## src/rtl/div_unit_if.sv

```systemverilog
// Request/response bundle between the execute stage and the iterative divider.
// The divider sits on the slave modport; decode/writeback drive the master side.
interface div_unit_if #(
  parameter int unsigned XLEN = 32,
  parameter int unsigned RD_W = 5
);
  logic            flush;
  logic            in_valid;
  logic            in_ready;
  logic [4:0]      in_op;
  logic [XLEN-1:0] in_a;
  logic [XLEN-1:0] in_b;
  logic [RD_W-1:0] in_rd;
  logic            out_valid;
  logic            out_ready;
  logic [XLEN-1:0] out_result;
  logic [RD_W-1:0] out_rd;
  logic            busy;

  modport master (
    output flush, in_valid, in_op, in_a, in_b, in_rd, out_ready,
    input  in_ready, out_valid, out_result, out_rd, busy
  );

  modport slave (
    input  flush, in_valid, in_op, in_a, in_b, in_rd, out_ready,
    output in_ready, out_valid, out_result, out_rd, busy
  );
endinterface

```

## src/rtl/div_unit.sv

```systemverilog
// Iterative restoring radix-2 divider for DIV/DIVU/REM/REMU, one quotient bit per cycle.
// Opcode values mirror ALU_op_t: DIV=16, DIVU=17, REM=18, REMU=19; other opcodes are dropped.
module div_unit #(
  parameter int unsigned XLEN = 32,
  parameter int unsigned RD_W = 5
) (
  input logic       clk,
  input logic       rst_n,
  div_unit_if.slave bus
);

  localparam logic [4:0] OpDiv  = 5'd16;
  localparam logic [4:0] OpDivu = 5'd17;
  localparam logic [4:0] OpRem  = 5'd18;
  localparam logic [4:0] OpRemu = 5'd19;

  localparam int unsigned CntW = $clog2(XLEN);
  localparam logic [XLEN-1:0] IntMin = {1'b1, {(XLEN-1){1'b0}}};

  typedef enum logic [1:0] {StIdle, StCalc, StFix, StDone} state_e;

  state_e          state_q, state_d;
  logic [CntW-1:0] cnt_q, cnt_d;
  logic [XLEN-1:0] rem_q, rem_d;
  logic [XLEN-1:0] quo_q, quo_d;
  logic [XLEN-1:0] div_q, div_d;
  logic            negq_q, negq_d;
  logic            negr_q, negr_d;
  logic            isrem_q, isrem_d;
  logic [XLEN-1:0] result_q, result_d;
  logic [RD_W-1:0] rd_q, rd_d;

  logic            accept;
  logic            is_div_op;
  logic            signed_op;
  logic            rem_op;
  logic [XLEN-1:0] a_mag;
  logic [XLEN-1:0] b_mag;
  logic [XLEN:0]   shifted;
  logic [XLEN:0]   diff;
  logic [XLEN-1:0] quo_fix;
  logic [XLEN-1:0] rem_fix;

  always_comb begin
    is_div_op = 1'b0;
    signed_op = 1'b0;
    rem_op    = 1'b0;
    unique case (bus.in_op)
      OpDiv:  begin is_div_op = 1'b1; signed_op = 1'b1; end
      OpDivu: begin is_div_op = 1'b1; end
      OpRem:  begin is_div_op = 1'b1; signed_op = 1'b1; rem_op = 1'b1; end
      OpRemu: begin is_div_op = 1'b1; rem_op = 1'b1; end
      default: ;
    endcase
  end

  assign a_mag = (signed_op && bus.in_a[XLEN-1]) ? ('0 - bus.in_a) : bus.in_a;
  assign b_mag = (signed_op && bus.in_b[XLEN-1]) ? ('0 - bus.in_b) : bus.in_b;

  // rem_q < div_q always holds, so the borrow bit alone tells whether shifted >= div.
  assign shifted = {rem_q, quo_q[XLEN-1]};
  assign diff    = shifted - {1'b0, div_q};

  assign quo_fix = negq_q ? ('0 - quo_q) : quo_q;
  assign rem_fix = negr_q ? ('0 - rem_q) : rem_q;

  assign bus.in_ready   = (state_q == StIdle) && !bus.flush;
  assign accept         = bus.in_valid && bus.in_ready;
  assign bus.out_valid  = (state_q == StDone);
  assign bus.busy       = (state_q != StIdle);
  assign bus.out_result = result_q;
  assign bus.out_rd     = rd_q;

  always_comb begin
    state_d  = state_q;
    cnt_d    = cnt_q;
    rem_d    = rem_q;
    quo_d    = quo_q;
    div_d    = div_q;
    negq_d   = negq_q;
    negr_d   = negr_q;
    isrem_d  = isrem_q;
    result_d = result_q;
    rd_d     = rd_q;

    unique case (state_q)
      StIdle: begin
        if (accept && is_div_op) begin
          rd_d    = bus.in_rd;
          isrem_d = rem_op;
          if (bus.in_b == '0) begin
            result_d = rem_op ? bus.in_a : '1;
            state_d  = StDone;
          end else if (signed_op && (bus.in_a == IntMin) && (bus.in_b == '1)) begin
            result_d = rem_op ? '0 : IntMin;
            state_d  = StDone;
          end else begin
            rem_d   = '0;
            quo_d   = a_mag;
            div_d   = b_mag;
            negq_d  = signed_op && (bus.in_a[XLEN-1] ^ bus.in_b[XLEN-1]);
            negr_d  = signed_op && bus.in_a[XLEN-1];
            cnt_d   = CntW'(XLEN - 1);
            state_d = StCalc;
          end
        end
      end
      StCalc: begin
        if (!diff[XLEN]) begin
          rem_d = diff[XLEN-1:0];
          quo_d = {quo_q[XLEN-2:0], 1'b1};
        end else begin
          rem_d = shifted[XLEN-1:0];
          quo_d = {quo_q[XLEN-2:0], 1'b0};
        end
        if (cnt_q == '0) begin
          state_d = StFix;
        end else begin
          cnt_d = cnt_q - 1'b1;
        end
      end
      StFix: begin
        result_d = isrem_q ? rem_fix : quo_fix;
        state_d  = StDone;
      end
      StDone: begin
        if (bus.out_ready) begin
          state_d = StIdle;
        end
      end
      default: state_d = StIdle;
    endcase

    // Kill overrides everything, including a retire in the same cycle.
    if (bus.flush) begin
      state_d = StIdle;
    end
  end

  always_ff @(posedge clk or negedge rst_n) begin
    if (!rst_n) begin
      state_q  <= StIdle;
      cnt_q    <= '0;
      rem_q    <= '0;
      quo_q    <= '0;
      div_q    <= '0;
      negq_q   <= 1'b0;
      negr_q   <= 1'b0;
      isrem_q  <= 1'b0;
      result_q <= '0;
      rd_q     <= '0;
    end else begin
      state_q  <= state_d;
      cnt_q    <= cnt_d;
      rem_q    <= rem_d;
      quo_q    <= quo_d;
      div_q    <= div_d;
      negq_q   <= negq_d;
      negr_q   <= negr_d;
      isrem_q  <= isrem_d;
      result_q <= result_d;
      rd_q     <= rd_d;
    end
  end

endmodule

```

## src/flat_wrapper.sv

```systemverilog
// flat-port wrapper written by rule: the top's interface ports become plain ports
module div_unit_flat 
#(
  parameter int unsigned XLEN = 32,
  parameter int unsigned RD_W = 5
)
  (clk, rst_n, bus_flush, bus_in_valid, bus_in_op, bus_in_a, bus_in_b, bus_in_rd, bus_out_ready, bus_in_ready, bus_out_valid, bus_out_result, bus_out_rd, bus_busy);
  div_unit_if #(.XLEN(XLEN), .RD_W(RD_W)) bus_i ();
  input logic clk;
  input logic rst_n;
  input wire logic [$bits(bus_i.flush)-1:0] bus_flush;
  input wire logic [$bits(bus_i.in_valid)-1:0] bus_in_valid;
  input wire logic [$bits(bus_i.in_op)-1:0] bus_in_op;
  input wire logic [$bits(bus_i.in_a)-1:0] bus_in_a;
  input wire logic [$bits(bus_i.in_b)-1:0] bus_in_b;
  input wire logic [$bits(bus_i.in_rd)-1:0] bus_in_rd;
  input wire logic [$bits(bus_i.out_ready)-1:0] bus_out_ready;
  output wire logic [$bits(bus_i.in_ready)-1:0] bus_in_ready;
  output wire logic [$bits(bus_i.out_valid)-1:0] bus_out_valid;
  output wire logic [$bits(bus_i.out_result)-1:0] bus_out_result;
  output wire logic [$bits(bus_i.out_rd)-1:0] bus_out_rd;
  output wire logic [$bits(bus_i.busy)-1:0] bus_busy;
  assign bus_i.flush = bus_flush;
  assign bus_i.in_valid = bus_in_valid;
  assign bus_i.in_op = bus_in_op;
  assign bus_i.in_a = bus_in_a;
  assign bus_i.in_b = bus_in_b;
  assign bus_i.in_rd = bus_in_rd;
  assign bus_i.out_ready = bus_out_ready;
  assign bus_in_ready = bus_i.in_ready;
  assign bus_out_valid = bus_i.out_valid;
  assign bus_out_result = bus_i.out_result;
  assign bus_out_rd = bus_i.out_rd;
  assign bus_busy = bus_i.busy;
  div_unit #(.XLEN(XLEN), .RD_W(RD_W)) u_core (.clk(clk), .rst_n(rst_n), .bus(bus_i));
endmodule
```

## config.mk

```make
export PLATFORM = sky130hd
export DESIGN_NAME = div_unit_flat
export DESIGN_NICKNAME = d
export VERILOG_FILES = /design/src/rtl/div_unit_if.sv /design/src/rtl/div_unit.sv /design/src/flat_wrapper.sv
export SDC_FILE = /design/constraint.sdc
export NUM_CORES = 1
export LEC_CHECK = 0
export CAP_MARGIN = 10
export CORE_MARGIN = 3
export CORE_UTILIZATION = 54
export CTS_BUF_LIST = sky130_fd_sc_hd__clkbuf_4 sky130_fd_sc_hd__clkbuf_8
export CTS_CLUSTER_SIZE = 30
export DETAILED_ROUTE_END_ITERATION = 10
export GPL_TIMING_DRIVEN = 1
export HOLD_SLACK_MARGIN = 0.06
export MAX_ROUTING_LAYER = met4
export PLACE_DENSITY = 0.78
export SYNTH_ARGS = -nofsm -noshare
export SYNTH_HDL_FRONTEND = slang
export SYNTH_SLANG_ARGS = --single-unit
```

## constraint.sdc

```tcl
create_clock -name clk -period 3.3 [get_ports clk]
set_input_delay 0.495 -clock clk [delete_from_list [all_inputs] [get_ports clk]]
set_output_delay 0.495 -clock clk [all_outputs]
set_load 0.005 [all_outputs]
```

==> reports/qor.csv, run 1 <==
stage,metric,value,unit
power_and_ir_drop,ir_worst_vdd,0.246,mV
layout,final_util,70.8,%
global_route,antenna_found_initial,0,
layout,layoutNonFillerInstCount,1915,
layout,mostFrequentLayoutCells,"sky130_fd_sc_hd__o21ai_0 (189), sky130_fd_sc_hd__nand2_1 (188), sky130_fd_sc_hd__dfrtp_1 (143)",
drt,met1Wirelength,14.2,mm
drt,detail_route.wl_per_cell,16.9,µm
setup_path,path_delay_family,simple AND/OR/NAND/NOR gates,
sta,final_min_period_over_clock_period,98.3,%
sta,final-setup-viol-count,0,
layout,antennaDiodeCount,0,
power_and_ir_drop,totalPowerFinal,7050,µW
synthesis,gate_count_post_synth,1434,
flow_run,max_cap_viol_count,0,
synthesis,synth_cell_types,68,
outcome,run_status,"complete, no violations",
die,dieHeight,150,µm
setup_path,cp-start-kind,flip-flop,
drt,vias_per_cell,5.88,
cts,clock_latency,0.47,ns
power_and_ir_drop,p_int,4350,µW
die,fp.dieW,150,µm
sta,post-route-min-period,3.25,ns
setup_path,crit_top_cell,sky130_fd_sc_hd__or3_4,
synthesis,synth_top_flop_cell,sky130_fd_sc_hd__dfrtp_1,
synthesis,synth_edf_count,0,
placed_design,globalplace.congestion,0.961,
layout,drive_gt1_share,13.4,%
cts,tritoncts.num_buffers,17,
min_path,hp-start,u_core.bus.out_rd[0]$_DFFE_PN0P_,
power_and_ir_drop,p_comb_share,41.0,%
global_route,gr-total-overflow,0,
placed_design,port_buffers,118,
cts,cts.repair_timing.setup_buffer_count,0,
placed_design,place_hpwl,24.7,mm
cts,cts_root_buffer,sky130_fd_sc_hd__clkbuf_8,
cts,clkSinkCount,143,
power_and_ir_drop,switching_power,2700,µW
synthesis,async_flop_share,100,%
layout,design.final.nets,1762,
synthesis,synth_seq_cells,143,
drt,drc,0,
die,row_count,51,
sta,achievable-frequency,308,MHz
global_route,grt_start_max_net_pins,71,
placed_design,post-place-ws,-0.145,ns
layout,area_growth,26.2,%
die,design.core.area,0.0199,mm²
cts,cts_tree,built,
cts,worst_setup_hold_path_clk_slew,0.08,ns
sta,relSlewSlack,51.6,%
die,die-area,0.0224,mm²
sta,final-hold-violation-count,0,
layout,final_common_cell,sky130_fd_sc_hd__o21ai_0,
global_route,first_global_vias,10700,
drt,detail_route.first_pass.iterations,5,
setup_path,setup.worst_path.class,flip-flop to flip-flop,
setup_path,arrival,3.63,ns
setup_path,crit_chain,or4_4 -> or3_4 -> or3_4 -> or4_4 -> or3_4 -> o31ai_4 -> xnor2_1 -> a221o_1 -> o21ai_2,
power_and_ir_drop,seqPwrFrac,36.2,%
synthesis,syn-mean-instance-area,7.79,µm²
sta,worst_slack_setup_final,0.0549,ns
setup_path,max_stage_delay,0.54,ns
drt,first_iter_violations,875,
setup_path,critPathLaunch,u_core.rem_q[10]$_DFFE_PN0P_,
min_path,hold_path.class,flip-flop to flip-flop,
die,io_pins,119,
die,floorplan.initialDensity,56.1,%
cts,clk_path_buf_depth,2,
cts,htree_num_levels,4,
synthesis,seq_area_frac_synth,32.0,%
setup_path,critical_path_required,3.69,ns
drt,drt-total-wl,32.3,mm
drt,topRoutingLayerUsed,met4,
drt,antenna_left,0,
power_and_ir_drop,p_leak,0.00606,µW
global_route,all_layer_gr_usage,29.8,%
sta,rsz0062_at_grt,yes,
synthesis,yosysWarnings,0,
global_route,grt_first_pass_wirelength,52.6,mm
sta,timing.final.max_slew_violations,0,
power_and_ir_drop,p_clk_share,22.7,%
power_and_ir_drop,power_per_cell_area,500,mW/mm²
sta,finalClockSkew,0.0187,ns
setup_path,critical_path.endpoint_type,flip-flop,
setup_path,critical_path.max_fanout,3,
synthesis,syn_area,0.0112,mm²
drt,dr_total_vias,11300,
synthesis,synthesis.nets,1558,
sta,worst_max_slew_pin_slew,0.726,ns
setup_path,r2r-start,u_core.rem_q[10]$_DFFE_PN0P_,
setup_path,slowest_stage,sky130_fd_sc_hd__or4_4,
drt,routed-wl-met3,2.34,mm
drt,met2_wirelength,15.1,mm
power_and_ir_drop,sw_share,38.3,%
setup_path,timing.critical_path.buf_inv,0,
placed_design,numPlacedInstances,1883,
## flip-flops by register name, indices dropped and copies added (netlist names)
| register | flops |
|---|---|
| u_core.quo_q | 32 |
| u_core.bus.out_result | 32 |
| u_core.state_q | 2 |
| u_core.cnt_q | 5 |
| u_core.negr_q | 1 |
| u_core.negq_q | 1 |
| u_core.isrem_q | 1 |
| u_core.div_q | 32 |
| u_core.rem_q | 32 |
| u_core.bus.out_rd | 5 |
## power by group through the flow
stage / Clock (µW) / Combinational [µW] / Sequential, µW
final: 1600 / 2890 / 2550
after global placement: 0 / 2740 / 2530
after floorplan: 0 / 1900 / 2470
after CTS: 1610 / 2850 / 2520
after global routing: 1690 / 3220 / 2600
after detailed placement: 0 / 2820 / 2550
## cell families after synthesis
| family | after synthesis | share of synthesized area (%) |
|---|---|---|
| compound gates | 476 | 25.5 |
| xor+xnor | 144 | 11.3 |
| simple gates | 466 | 19.3 |
| flops | 143 | 32.0 |
| mux | 24 | 2.25 |
| buf+inv | 136 | 4.59 |
| fa+ha+maj | 45 | 5.11 |
## metal layers
layer	vias to the layer above	GRT usage (%)
met5	-	-
met4	0	9.47
met3	60	4.60
met2	440	48.0
met1	5253	38.9
li1	5508	-
## tightest hold or removal path, delay by kind of cell, from the launching register on
kind	cells	cell delay, ns
DFF	1	0.35
and+or+nand+nor	2	0.10
## cell usage after synthesis (all sizes together), types with 4 or more instances
library cell	n	share of area (%)
a31oi	13	0.73
nor3	25	1.1
nor4	8	0.56
nand3	19	0.85
a21oi	134	6.0
nor2	130	4.4
o21ai	191	8.6
nand2b	17	0.95
o31ai	35	2.5
clkbuf	71	2.4
nor2b	6	0.34
buf	6	0.22
a221o	5	0.45
a21o	15	1.0
mux2	9	0.91
o21bai	4	0.27
o41ai	12	0.94
nand2	188	6.3
or3	16	1.1
nand4	10	0.56
a31o	5	0.39
xnor2	69	5.4
ha	44	4.9
a32oi	9	0.71
or2	5	0.28
dfrtp	143	32
o21a	6	0.40
o211ai	12	0.81
mux2i	15	1.3
inv	58	1.9
and2	9	0.50
a211oi	7	0.47
and3	4	0.22
or4	19	1.3
xor2	75	5.9
## worst paths after layout
check	end	slack (ns)	cells after the start
hold reg to reg	u_core.bus.out_rd[0]$_DFFE_PN0P_	0.48	2
max in group asynchronous	u_core.rem_q[21]$_DFFE_PN0P_	1.84	3
setup / recovery	u_core.bus.out_result[31]$_DFFE_PN0P_	0.05	9
min in group asynchronous	u_core.bus.out_rd[2]$_DFFE_PN0P_	0.62	2
hold / removal	u_core.bus.out_rd[0]$_DFFE_PN0P_	0.48	2
setup reg to reg	u_core.bus.out_result[31]$_DFFE_PN0P_	0.05	9
## cell type report
class,instances,area [µm²]
Fill cell,1614,5820
Clock buffer,20,256
Multi-Input combinational cell,1155,7160
Sequential cell,143,3580
Timing Repair Buffer,262,2350
Tap cell,265,332
Clock inverter,11,190
Inverter,59,221
## per-stage QoR
stage	hold WS (ns)	setup TNS, ns	instance area, µm²
finish	0.479	0	14100
global placement	0.458	-0.509	13600
detailed placement	0.462	-2.06	13600
global route	0.501	-0.121	14100
floorplan	0.199	0	11200
CTS	0.481	0	14000
## what timing repair did
item,4_1_cts,5_1_grt
resized for setup,1,11
hold buffers,1,0
endpoints found under the setup margin,1,31
hold endpoints to repair,15,0
pin swaps,0,1
(Power assumes the default switching activity.)
==> inputs of run 2 (changes only) <==
CORE_UTILIZATION = 60   (was 54)
PLACE_DENSITY = 0.82   (was 0.78)
TNS_END_PERCENT = 50   (was unset)
clock period = 3.6 ns   (was 3.3 ns; I/O delays follow)
==> reports/qor.csv, run 2 (synthesis results as in run 1) <==
stage,metric,value,unit
die,io_pins,119,
cts,htree_num_levels,4,
setup_path,critical_path_required,3.96,ns
setup_path,cp-start-kind,flip-flop,
setup_path,r2r-start,u_core.quo_q[31]$_DFFE_PN0P_,
die,die-area,0.0203,mm²
setup_path,r2r_cells,13,
sta,post-route-min-period,3.45,ns
sta,worst_max_slew_pin_slew,0.952,ns
layout,antennaDiodeCount,0,
sta,final_min_period_over_clock_period,96.0,%
cts,cts_tree,built,
layout,drive_gt1_share,9.91,%
power_and_ir_drop,totalPowerFinal,6280,µW
cts,clock_latency,0.47,ns
global_route,first_global_vias,10600,
placed_design,post-place-ws,0.0162,ns
drt,antenna_left,0,
die,floorplan.initialDensity,61.5,%
setup_path,setup.worst_path.class,flip-flop to flip-flop,
cts,tritoncts.num_buffers,17,
placed_design,port_buffers,118,
cts,clkSinkCount,143,
setup_path,max_stage_delay,0.42,ns
setup_path,arrival,3.81,ns
global_route,gr-total-overflow,0,
layout,final_common_cell,sky130_fd_sc_hd__o21ai_0,
cts,cts_root_buffer,sky130_fd_sc_hd__clkbuf_8,
sta,timing.final.max_slew_violations,0,
sta,rsz0062_at_grt,no,
setup_path,critical_path.max_fanout,13,
sta,final-hold-violation-count,0,
power_and_ir_drop,power_per_cell_area,464,mW/mm²
global_route,antenna_found_initial,0,
die,row_count,49,
global_route,grt_start_max_net_pins,72,
drt,drc,0,
die,design.core.area,0.0181,mm²
layout,area_growth,21.3,%
flow_run,max_cap_viol_count,0,
drt,vias_per_cell,6.13,
outcome,run_status,"complete, no violations",
sta,setup-tns-final,0,ns
global_route,grt_first_pass_wirelength,51.6,mm
sta,achievable-frequency,289,MHz
placed_design,place_hpwl,24.1,mm
sta,relSlewSlack,36.5,%
drt,first_iter_violations,1032,
cts,cts_hold_buffers,0,
setup_path,timing.reg2reg.setup_slack,0.15,ns
cts,worst_setup_hold_path_clk_slew,0.08,ns
drt,detail_route.wl_per_cell,17.5,µm
cts,cts.repair_timing.setup_buffer_count,0,
sta,worst_slack_setup_final,0.145,ns
die,dieHeight,142,µm
power_and_ir_drop,p_leak,0.00577,µW
layout,design.final.nets,1707,
placed_design,globalplace.congestion,0.960,
die,fp.dieW,142,µm
drt,drt-total-wl,31.9,mm
sta,finalClockSkew,0.0124,ns
cts,clk_path_buf_depth,2,
global_route,all_layer_gr_usage,32.3,%
min_path,hold_path.class,input port to asynchronous set/reset pin,
layout,mostFrequentLayoutCells,"sky130_fd_sc_hd__o21ai_0 (190), sky130_fd_sc_hd__nand2_1 (188), sky130_fd_sc_hd__dfrtp_1 (143)",
setup_path,rr_endpoint,u_core.rem_q[3]$_DFFE_PN0P_,
setup_path,critical_path.endpoint_type,flip-flop,
drt,detail_route.first_pass.iterations,5,
setup_path,slowest_stage,sky130_fd_sc_hd__dfrtp_1,
power_and_ir_drop,ir_worst_vdd,0.256,mV
drt,dr_total_vias,11200,
sta,final-setup-viol-count,0,
setup_path,crit_chain,inv_1 -> ha_1 -> fa_1 -> nand2b_1 -> a21o_1 -> a21oi_1 -> o21ai_0 -> a21o_1 -> a311oi_2 -> buf_4 -> buf_12 -> mux2i_1 -> o21ai_0,
cts,post_cts.resized_instances,0,
==> run 2: changes by cell type in the layout (fill, tap and decap cells not counted), sizes merged <==
cell | previous run | this run
buf | 144 | 90
clkbuf | 20 | 21
dlygate4sd3 | 1 | 0
bufinv | 5 | 4
==> run 2: metrics by stage <==
step / util [%] / cells / instance area, µm² / hold WS (ns)
after floorplan: - / 1434 / 11200 / 0.244
after detailed placement: 72.2 / 1793 / 13100 / 0.465
after global placement: 72.2 / 1793 / 13100 / 0.460
after global routing: 74.6 / 1824 / 13500 / 0.115
after CTS: 74.6 / 1824 / 13500 / 0.0892
final: 74.6 / 1824 / 13500 / 0.0547
==> run 2: cell type report <==
class                      instances  area [µm²]
multi-input combinational       1155        7100
fill                            1444        4600
sequential                       143        3580
timing repair buffer             207        1910
tap                              229         287
clock buffer                      21         283
inverter                          59         221
clock inverter                    10         160
==> run 2: worst max-delay path, delay by kind of cell, from the launching register on <==
family | cells | cell delay, ns
flip-flops | 1 | 0.42
multiplexers | 1 | 0.20
adder cells (fa/ha/maj) | 2 | 0.63
AND/OR/NAND/NOR | 1 | 0.20
buffers and inverters | 3 | 0.52
AO/OA/AOI/OAI | 6 | 1.36
==> run 2: power by group <==
group	internal (µW)	switching, µW	total [µW]
registers	1960	425	2380
logic	1060	1390	2450
clock network	811	635	1450
total	3830	2450	6280
==> run 2: layer usage <==
layer / share of wire (%) / GRT usage, % / vias to the layer above
li1: - / - / 5385
met1: 44 / 42.6 / 5239
met2: 46 / 51.5 / 480
met3: 6.8 / 4.40 / 79
met4: 2.8 / 11.2 / 0
met5: 0 / - / -
==> run 2: worst max path at each step <==
stage,from,endpoint,slack (ns),depth (start not counted)
final,u_core.quo_q[31]$_DFFE_PN0P_,u_core.rem_q[3]$_DFFE_PN0P_,0.15,13
after detailed placement,bus_in_b[10],u_core.rem_q[20]$_DFFE_PN0P_,0.02,10
after CTS,u_core.rem_q[5]$_DFFE_PN0P_,u_core.bus.out_result[31]$_DFFE_PN0P_,0.17,9
after global routing,u_core.rem_q[15]$_DFFE_PN0P_,u_core.bus.out_result[29]$_DFFE_PN0P_,0.06,9
after global placement,bus_in_b[10],u_core.rem_q[29]$_DFFE_PN0P_,0.10,10
after floorplan,bus_in_b[20],u_core.rem_q[30]$_DFFE_PN0P_,0.36,12
